### config.mk
export PLATFORM = sky130hd
export DESIGN_NAME = md_chk_channel
export DESIGN_NICKNAME = d
export VERILOG_FILES = /design/src/rtl/md_chk_pkg.sv /design/src/rtl/md_chk_channel.sv
export SDC_FILE = /design/constraint.sdc
export NUM_CORES = 1
export LEC_CHECK = 0
export CORE_ASPECT_RATIO = 0.5
export CORE_MARGIN = 2
export CORE_UTILIZATION = 40
export DETAILED_ROUTE_END_ITERATION = 16
export PLACE_DENSITY_LB_ADDON = 0.15
export SLEW_MARGIN = 10
export SYNTH_ARGS = -nofsm -noshare
export SYNTH_HDL_FRONTEND = slang
export SYNTH_SLANG_ARGS = --single-unit
### constraint.sdc
create_clock -name clk_i -period 3.2 [get_ports clk_i]
set_input_delay 0.96 -clock clk_i [delete_from_list [all_inputs] [get_ports clk_i]]
set_output_delay 0.96 -clock clk_i [all_outputs]
set_load 0.02 [all_outputs]
### src/rtl/md_chk_pkg.sv
// Shared definitions for the MD protocol checker: rule indices and width helpers.
package md_chk_pkg;

    localparam int NUM_RULES = 8;

    typedef enum logic [2:0] {
        R0_VALID_DROP    = 3'd0,
        R1_DATA_CHANGE   = 3'd1,
        R2_OFFSET_CHANGE = 3'd2,
        R3_SIZE_CHANGE   = 3'd3,
        R4_SIZE_ZERO     = 3'd4,
        R5_SIZE_OVERFLOW = 3'd5,
        R6_ERR_NO_XFER   = 3'd6,
        R7_TIMEOUT       = 3'd7
    } rule_e;

    // Byte offset field width; never narrower than one bit.
    function automatic int offset_width(input int data_width);
        int w;
        w = $clog2(data_width / 8);
        return (w < 1) ? 1 : w;
    endfunction

    // Byte count field width; must be able to hold the full bus width in bytes.
    function automatic int size_width(input int data_width);
        return $clog2(data_width / 8) + 1;
    endfunction

    // Channel index width; at least one bit even for a single channel.
    function automatic int ch_width(input int num_ch);
        return (num_ch > 1) ? $clog2(num_ch) : 1;
    endfunction

    // Stall counter width; must represent the timeout value itself.
    function automatic int stall_width(input int timeout_cycles);
        return (timeout_cycles > 0) ? $clog2(timeout_cycles + 1) : 1;
    endfunction

endpackage

### src/rtl/md_chk_channel.sv
// One monitored MD channel: transfer tracking, rule evaluation, stall timer
// and saturating transfer/error counters. Rule outputs are combinational on
// the current cycle's inputs; the top level registers them.
module md_chk_channel
    import md_chk_pkg::*;
#(
    parameter int  DATA_WIDTH     = 32,
    parameter int  TIMEOUT_CYCLES = 256,
    parameter int  CNT_WIDTH      = 16,
    localparam int OFFSET_WIDTH   = offset_width(DATA_WIDTH),
    localparam int SIZE_WIDTH     = size_width(DATA_WIDTH)
) (
    input  logic                    clk_i,
    input  logic                    rst_ni,
    input  logic                    valid_i,
    input  logic                    ready_i,
    input  logic                    err_i,
    input  logic [DATA_WIDTH-1:0]   data_i,
    input  logic [OFFSET_WIDTH-1:0] offset_i,
    input  logic [SIZE_WIDTH-1:0]   size_i,
    input  logic                    clr_i,
    output logic [NUM_RULES-1:0]    rules_o,
    output logic [CNT_WIDTH-1:0]    xfer_cnt_o,
    output logic [CNT_WIDTH-1:0]    err_cnt_o
);

    localparam int STALL_WIDTH = stall_width(TIMEOUT_CYCLES);
    localparam int SUM_WIDTH   = SIZE_WIDTH + 1;
    localparam logic [STALL_WIDTH-1:0] STALL_MAX  = STALL_WIDTH'(TIMEOUT_CYCLES);
    localparam logic [STALL_WIDTH-1:0] STALL_FIRE =
        STALL_WIDTH'((TIMEOUT_CYCLES > 0) ? (TIMEOUT_CYCLES - 1) : 0);
    localparam logic [SUM_WIDTH-1:0]   BUS_BYTES  = SUM_WIDTH'(DATA_WIDTH / 8);
    localparam logic [CNT_WIDTH-1:0]   CNT_ONE    = CNT_WIDTH'(1);
    localparam logic [CNT_WIDTH-1:0]   CNT_MAX    = '1;

    logic                    pend_q;
    logic [DATA_WIDTH-1:0]   data_q;
    logic [OFFSET_WIDTH-1:0] offset_q;
    logic [SIZE_WIDTH-1:0]   size_q;
    logic [STALL_WIDTH-1:0]  stall_q, stall_d;
    logic [CNT_WIDTH-1:0]    xfer_q, xfer_d;
    logic [CNT_WIDTH-1:0]    err_q, err_d;
    logic                    xfer_s, stall_s, timeout_s;
    logic [SUM_WIDTH-1:0]    extent_s;

    assign xfer_s   = valid_i & ready_i;
    assign stall_s  = valid_i & ~ready_i;
    assign extent_s = {1'b0, size_i} + SUM_WIDTH'(offset_i);

    // Stall timer: counts consecutive stalled cycles, saturates at the timeout
    // so the timeout rule fires only on the cycle it is first reached.
    always_comb begin
        stall_d   = '0;
        timeout_s = 1'b0;
        if (stall_s) begin
            if (stall_q == STALL_MAX) begin
                stall_d = stall_q;
            end else begin
                stall_d = stall_q + STALL_WIDTH'(1);
            end
            timeout_s = (TIMEOUT_CYCLES > 0) && (stall_q == STALL_FIRE);
        end else begin
            stall_d = '0;
        end
    end

    // Rule evaluation on this cycle's inputs against the held transfer fields.
    always_comb begin
        rules_o                   = '0;
        rules_o[R0_VALID_DROP]    = pend_q & ~valid_i;
        rules_o[R1_DATA_CHANGE]   = pend_q & valid_i & (data_i != data_q);
        rules_o[R2_OFFSET_CHANGE] = pend_q & valid_i & (offset_i != offset_q);
        rules_o[R3_SIZE_CHANGE]   = pend_q & valid_i & (size_i != size_q);
        rules_o[R4_SIZE_ZERO]     = valid_i & (size_i == '0);
        rules_o[R5_SIZE_OVERFLOW] = valid_i & (extent_s > BUS_BYTES);
        rules_o[R6_ERR_NO_XFER]   = err_i & ~xfer_s;
        rules_o[R7_TIMEOUT]       = timeout_s;
    end

    // Saturating counters; a clear coinciding with a transfer restarts at one.
    always_comb begin
        xfer_d = xfer_q;
        err_d  = err_q;
        if (clr_i) begin
            xfer_d = xfer_s ? CNT_ONE : '0;
            err_d  = (xfer_s && err_i) ? CNT_ONE : '0;
        end else begin
            if (xfer_s && (xfer_q != CNT_MAX)) begin
                xfer_d = xfer_q + CNT_ONE;
            end else begin
                xfer_d = xfer_q;
            end
            if (xfer_s && err_i && (err_q != CNT_MAX)) begin
                err_d = err_q + CNT_ONE;
            end else begin
                err_d = err_q;
            end
        end
    end

    // Tracking state: pending flag, fields held while a transfer is pending.
    always_ff @(posedge clk_i or negedge rst_ni) begin
        if (!rst_ni) begin
            pend_q   <= 1'b0;
            data_q   <= '0;
            offset_q <= '0;
            size_q   <= '0;
            stall_q  <= '0;
            xfer_q   <= '0;
            err_q    <= '0;
        end else begin
            pend_q  <= stall_s;
            stall_q <= stall_d;
            xfer_q  <= xfer_d;
            err_q   <= err_d;
            if (!pend_q) begin
                data_q   <= data_i;
                offset_q <= offset_i;
                size_q   <= size_i;
            end else begin
                data_q   <= data_q;
                offset_q <= offset_q;
                size_q   <= size_q;
            end
        end
    end

    assign xfer_cnt_o = xfer_q;
    assign err_cnt_o  = err_q;

endmodule

==> flow_metrics.env, run 1 <==
export IMPL_ir_drop_mv=0.2335
export IMPL_hold_viol=0
export IMPL_clkPwrFrac_pct=44.3
export IMPL_fin_nets=542
export IMPL_power_frac_comb_pct=11.6
export IMPL_p_int_w=0.001901
export IMPL_async_flop_share_pct=100.0
export IMPL_p_per_area_mw_per_mm2=434.1
export IMPL_syn_avg_cell_area_um2=10.64
export IMPL_post_dp_cell_area_mm2=0.005301
export IMPL_path_max_fanout=2
export IMPL_slew_viol_final=0
export IMPL_dp_hpwl_um=6395
export IMPL_grt_pass1_vias=3217
export IMPL_cts_root_buf="clkbuf_16"
export IMPL_synth_edff_count=0
export IMPL_drcViolationCount=0
export IMPL_area_growth_pct=33.15
export IMPL_syn_nets=449
export IMPL_path_delay_family="adder cells"
export IMPL_place_ws_ps=-765.6
export IMPL_drtAntennaViolNets=0
export IMPL_clock_latency_ps=330
export IMPL_crit_reg2reg_capture="xfer_cnt_o[12]"
export IMPL_cp_buffers_inverters=2
export IMPL_fin_setup_tns_ps=0
export IMPL_synth_most_common_cell="dfrtp_1"
export IMPL_cpPeakStageDelay_ps=450
export IMPL_wl_um=9251
export IMPL_register_area_mm2=0.001977
export IMPL_core_mm2=0.01025
export IMPL_outcome="completed"
export IMPL_synth_seq_area_share_pct=46.68
export IMPL_period_share_pct=99.03
export IMPL_overflow=0
export IMPL_die_w_um=149.5
export IMPL_yosysUniqueCellTypes=43
export IMPL_routed_via_density=5.394
export IMPL_yosys_warnings=0
export IMPL_layout_cells_non_filler=635
export IMPL_row_count=26
export IMPL_grt_pass1_wl_um=15170
export IMPL_slew_headroom_pct=49.51
export IMPL_synth_top_cell_by_area="dfrtp_1"
export IMPL_multiInputGateArea_mm2=0.002183
export IMPL_io_buffers=82
export IMPL_seqPwrFrac_pct=44.0
export IMPL_synth_ff_type="dfrtp_1"
export IMPL_p_switching_w=0.0005476
export IMPL_swShare_pct=22.37
export IMPL_critical_path_cell_chain="clkbuf_2 -> ha_4 -> fa_1 -> o22ai_1 -> a21oi_1 -> o21a_1 -> buf_6"
export IMPL_nFillCells=913
export IMPL_cts_tree="done"
export IMPL_initial_core_util_pct=41.33
export IMPL_die_area_mm2=0.01148
export IMPL_ys_top_cells_by_count="dfrtp_1, mux2_2, xnor2_1, a21oi_1, nand4_1"
export IMPL_fin_skew_ps=4.672
export IMPL_min_path_type="flip-flop to flip-flop"
export IMPL_synth_area_leaders="dfrtp_1, mux2_2, xnor2_1"
export IMPL_rsz0062_at_grt="true"
export IMPL_critPathKind="primary input to output port"
export IMPL_r2r_cells=5
export IMPL_ctsHtreeMaxLevel=3
export IMPL_path_clk_slew_ps=50
export IMPL_whs_path_depth=1
export IMPL_cp_required_ps=2240
export IMPL_worstHoldStart="data_q[29]"
export IMPL_antenna_cells=0
export IMPL_cp_start_kind="primary input"
export IMPL_cts_sinks=79
export IMPL_worst_pin_slew_ps=750.5
export IMPL_rr_startpoint="xfer_cnt_o[0]"
export IMPL_period_minus_slack_ps=3169
export IMPL_antenna_found_initial=0
export IMPL_synth_area_mm2=0.004235
export IMPL_avgRoutedWirePerCell_um=14.57
export IMPL_crit_path_top_delay_cell="fa_1"
export IMPL_ff2ff_setup_slack_ps=1120
export IMPL_routed_via_count=3425
export IMPL_drtIter0Drc=105
export IMPL_max_freq_ghz=0.3156
export IMPL_die_height_um=76.76
export IMPL_finalWeightedCongestion=0.7974
export IMPL_hold_path_end="data_q[29]"
export IMPL_dp_cells=620
export IMPL_maxCapViolCount=0
export IMPL_setup_violations_final=0
export IMPL_grt_max_degree=80
export IMPL_ys_ff_latch=79
export IMPL_io_pins=83
export IMPL_cellLeakagePower_nw=2.334
export IMPL_arrival_ps=2210
export IMPL_final_design_area_no_fill_mm2=0.005639
export IMPL_final_layout_size_suffix_gt1_share_pct=17.17
export IMPL_firstDrtPassIters=4
export IMPL_grt_total_usage_pct=16.54
export IMPL_yosys_area_top_type_share_pct=46.68
export IMPL_syn_instance_count=398
export IMPL_holdWs_ps=523.7
export IMPL_crit_path_end_kind="output port"
export IMPL_numCtsBuffers=9
export IMPL_cts_buffer_depth=2
export IMPL_fin_ws_ps=31.17
[how the worst max path moves through the flow]
| stage | start | to | slack [ps] | cells after the start |
|---|---|---|---|---|
| after global placement | offset_i[0] | rules_o[5] | -760 | 7 |
| after detailed placement | offset_i[0] | rules_o[5] | -770 | 7 |
| after floorplan | offset_i[0] | rules_o[5] | 210 | 5 |
| after CTS | offset_i[0] | rules_o[5] | -300 | 7 |
| final | size_i[0] | rules_o[5] | 30 | 7 |
| after global routing | size_i[0] | rules_o[5] | -40 | 7 |
[per-stage QoR]
step                      utilization, %  total power (W)
final                              55.03         0.002448
after global routing               55.03         0.002555
after CTS                          54.57         0.002476
after detailed placement           51.73         0.001394
after global placement             51.73         0.001390
after floorplan                        -         0.001249
[registers in the layout, indices dropped and copies added (netlist names)]
name        cells
pend_q          1
data_q         32
err_cnt_o      16
offset_q        2
size_q          3
stall_q         9
xfer_cnt_o     16
[layout make-up]
type / count / area share (%)
Multi-Input combinational cell: 295 / 38.72
Clock inverter: 4 / 1.243
Inverter: 5 / 0.3328
Tap cell: 140 / 3.106
Timing Repair Buffer: 101 / 17.24
Sequential cell: 79 / 35.06
Clock buffer: 11 / 4.304
[per-layer routing]
metal  vias up  GRT usage (%)  wire length (um)
li1       1660              -                 -
met1      1688          20.98              4372
met2        67          26.74              4256
met3        10          5.298               484
met4         0          5.619               137
met5         -              0                 0
[power groups by stage]
stage	Combinational, W	Clock, W	Sequential, W
floorplan	0.000154	0	0.00110
global placement	0.000297	0	0.00109
detailed placement	0.000298	0	0.00110
CTS	0.000291	0.00111	0.00108
global route	0.000316	0.00115	0.00108
finish	0.000285	0.00109	0.00108
[repair_timing]
item,4_1_cts,5_1_grt
endpoints found under the setup margin,8,5
gates resized for setup,38,21
buffers inserted,0,0
pin swaps,11,11
hold buffers,0,0
[cells by family after synthesis]
group                      count (synthesis)  share of synthesized area, %
xor gates and xnor gates                  43                         8.892
DFF                                       79                         46.68
muxes                                     40                         10.61
AOI/OAI and AO/OA                         66                         9.188
adders and majority gates                  8                         2.541
and+or+nand+nor                          138                         19.70
buffers and inverters                     24                         2.393
[layout by cell type (no fill, tap or decap), drive strengths merged, types with 4 or more instances in the layout]
master | Yosys | final
and3 | 11 | 11
or3 | 12 | 12
xnor2 | 39 | 39
buf | 7 | 22
inv | 5 | 5
xor2 | 4 | 4
mux2 | 39 | 39
a21oi | 30 | 30
dlymetal6s2s | 0 | 14
ha | 7 | 7
nor4 | 8 | 8
dfrtp | 79 | 79
nor2b | 4 | 4
and4 | 5 | 5
o21ai | 14 | 14
nand2b | 7 | 7
nand4 | 22 | 22
clkdlybuf4s50 | 0 | 41
clkbuf | 12 | 13
o31ai | 11 | 11
or4 | 12 | 12
nand2 | 18 | 18
nand3 | 15 | 15
dlygate4sd2 | 0 | 21
and2 | 5 | 5
nor2 | 10 | 10
nor4b | 4 | 4
Note: power is estimated with default switching activity, not from simulation.
==> inputs of run 2 (changes only) <==
CTS_CLUSTER_DIAMETER = 100   (was unset)
==> results of run 2 <==
No change in the layout: final DEF, timing and power equal those of run 1.
==> RTL change: new RTL, flow settings as in run 2 <==
`TIMEOUT_CYCLES`: 256 -> 512.
--- a/src/rtl/md_chk_channel.sv
+++ b/src/rtl/md_chk_channel.sv
@@ -5,7 +5,7 @@
     import md_chk_pkg::*;
 #(
     parameter int  DATA_WIDTH     = 32,
-    parameter int  TIMEOUT_CYCLES = 256,
+    parameter int  TIMEOUT_CYCLES = 512,
     parameter int  CNT_WIDTH      = 16,
     localparam int OFFSET_WIDTH   = offset_width(DATA_WIDTH),
     localparam int SIZE_WIDTH     = size_width(DATA_WIDTH)
Behaviour: no difference found for any inputs over 10 cycles, from zero or initial values and one cycle with rst_ni low; that may be too few to reach the edited logic, so the function may still have changed.
==> RTL change against run 2 <==
Sequential cell count grew 1. Routed wire length grew 1.3%. Design area shrank 0.71%. Area after synthesis is essentially flat. Fmax grew 0.31%. Worst setup slack gained 0.0098 ns. Clock power shrank 16%. Combinational power shrank 3%. Power shrank 6.7%. Critical endpoint unchanged.
==> RTL change: results (changes against run 2) <==
outcome finished clean; Lkg Pwr 2.23 nW (-4.3%); largest net degree at the start of global routing 43 (-46%); Synth Area in Compound Gates 0.0931 (+0.00121); hold slack 0.524 ns (+0.000425 ns); Post-Place Setup Slack -0.788 ns (-0.0222 ns); Post-Route M1 WL 4.74 mm (+8.5%); DR WL met2 4.13 mm (-3.1%); Yosys cell types 44 (+2.3%); pwr dens 408 nW/um^2 (-6.0%); worst-case clock buffer depth 2 (unchanged); layout cell share with drive strength beyond 1 0.180 (+0.00864); vias in the first global route 3,197 (-0.62%); mux cell area share after synthesis 0.108 (+0.00240); DR top layer met4; flip-flop and latch power between 1 and 1.5 mW; hold-critical path depth 1 (unchanged); Max VDD drop 0.267 mV (+14%); Placed Cells incl. Taps 623 (+0.48%); sw frac 0.243 (+0.0194); WL final 9.37 mm (+1.3%); Critical-path top delay cell fa_1; Reg2Reg Depth 4 (-1); hold_sp data_q[27]; Clock Skews 0.00503 ns (+0.000361 ns); Area contributors post-synth dfrtp_1, mux2_2, xnor2_1; CP max FO 2 (unchanged); initial DRC count 132 (+26%); first-pass GRT wire length 15.4 mm (+1.6%); FF-to-FF End err_cnt_o[15]; gr usage total 0.169 (+0.00386); adder-cell share of the synthesized area 0.0225 (-0.00295); worst reg2reg setup slack 1.17 ns (+0.05 ns); max FFs per register 32 (unchanged); r2r startpoint err_cnt_o[3]; Post-DP HPWL 6.60 mm (+3.3%); met1 Use GR 0.227 (+0.0175); synthesized instance count 399 (+0.25%); dpl cell area 5320 um^2 (+0.33%); met2 Track Usage GR 0.264 (-0.00367); average vias per placed instance 5.29 (-2.0%); fin util 0.546 (-0.00391); Largest stage delay, worst path 0.41 ns (-0.04 ns); CTS root buf clkbuf_16; met3 wire len 445 um (-8.1%); Synth Area in XOR/XNOR 0.0952 (+0.00623); Slew @ Worst Pin 0.571 ns (-0.179 ns); final net count 545 (+0.55%); Worst Hold End data_q[27]; Antenna Cells 0 (unchanged); CP top delay family adder cells; H-tree depth 3 (unchanged); clk pwr 0.918 mW (-16%); Post-synth top cells dfrtp_1, xnor2_1, mux2_2, a21oi_1; Vias 3,378 (-1.4%); Final GP Congestion 0.828 (+3.9%); fill cell count 922 (+0.99%); register area share after synthesis 0.473 (+0.00605)
## RTL change: what timing repair did
item | CTS | global route
endpoints found under the setup margin | 8 | 6
pin swaps | 12 | 8
buffers inserted | 0 | 1
gates resized for setup | 52 | 22
gates cloned | 0 | 0
## RTL change: worst max path at each step
stage	startpoint	to	slack, ns	cells after the start
final	size_i[0]	rules_o[5]	0.04	7
after global routing	offset_i[0]	rules_o[5]	-0.03	7
after CTS	offset_i[1]	rules_o[5]	-0.18	6
after detailed placement	offset_i[0]	rules_o[5]	-0.79	7
after global placement	offset_i[0]	rules_o[5]	-0.78	7
after floorplan	offset_i[0]	rules_o[5]	0.21	5
## RTL change: layout make-up
type,instances,area share
Multi-Input combinational cell,291,0.386
Sequential cell,80,0.358
Timing Repair Buffer,102,0.171
Clock buffer,10,0.0409
Tap cell,140,0.0313
Inverter,11,0.00737
Clock inverter,5,0.00626
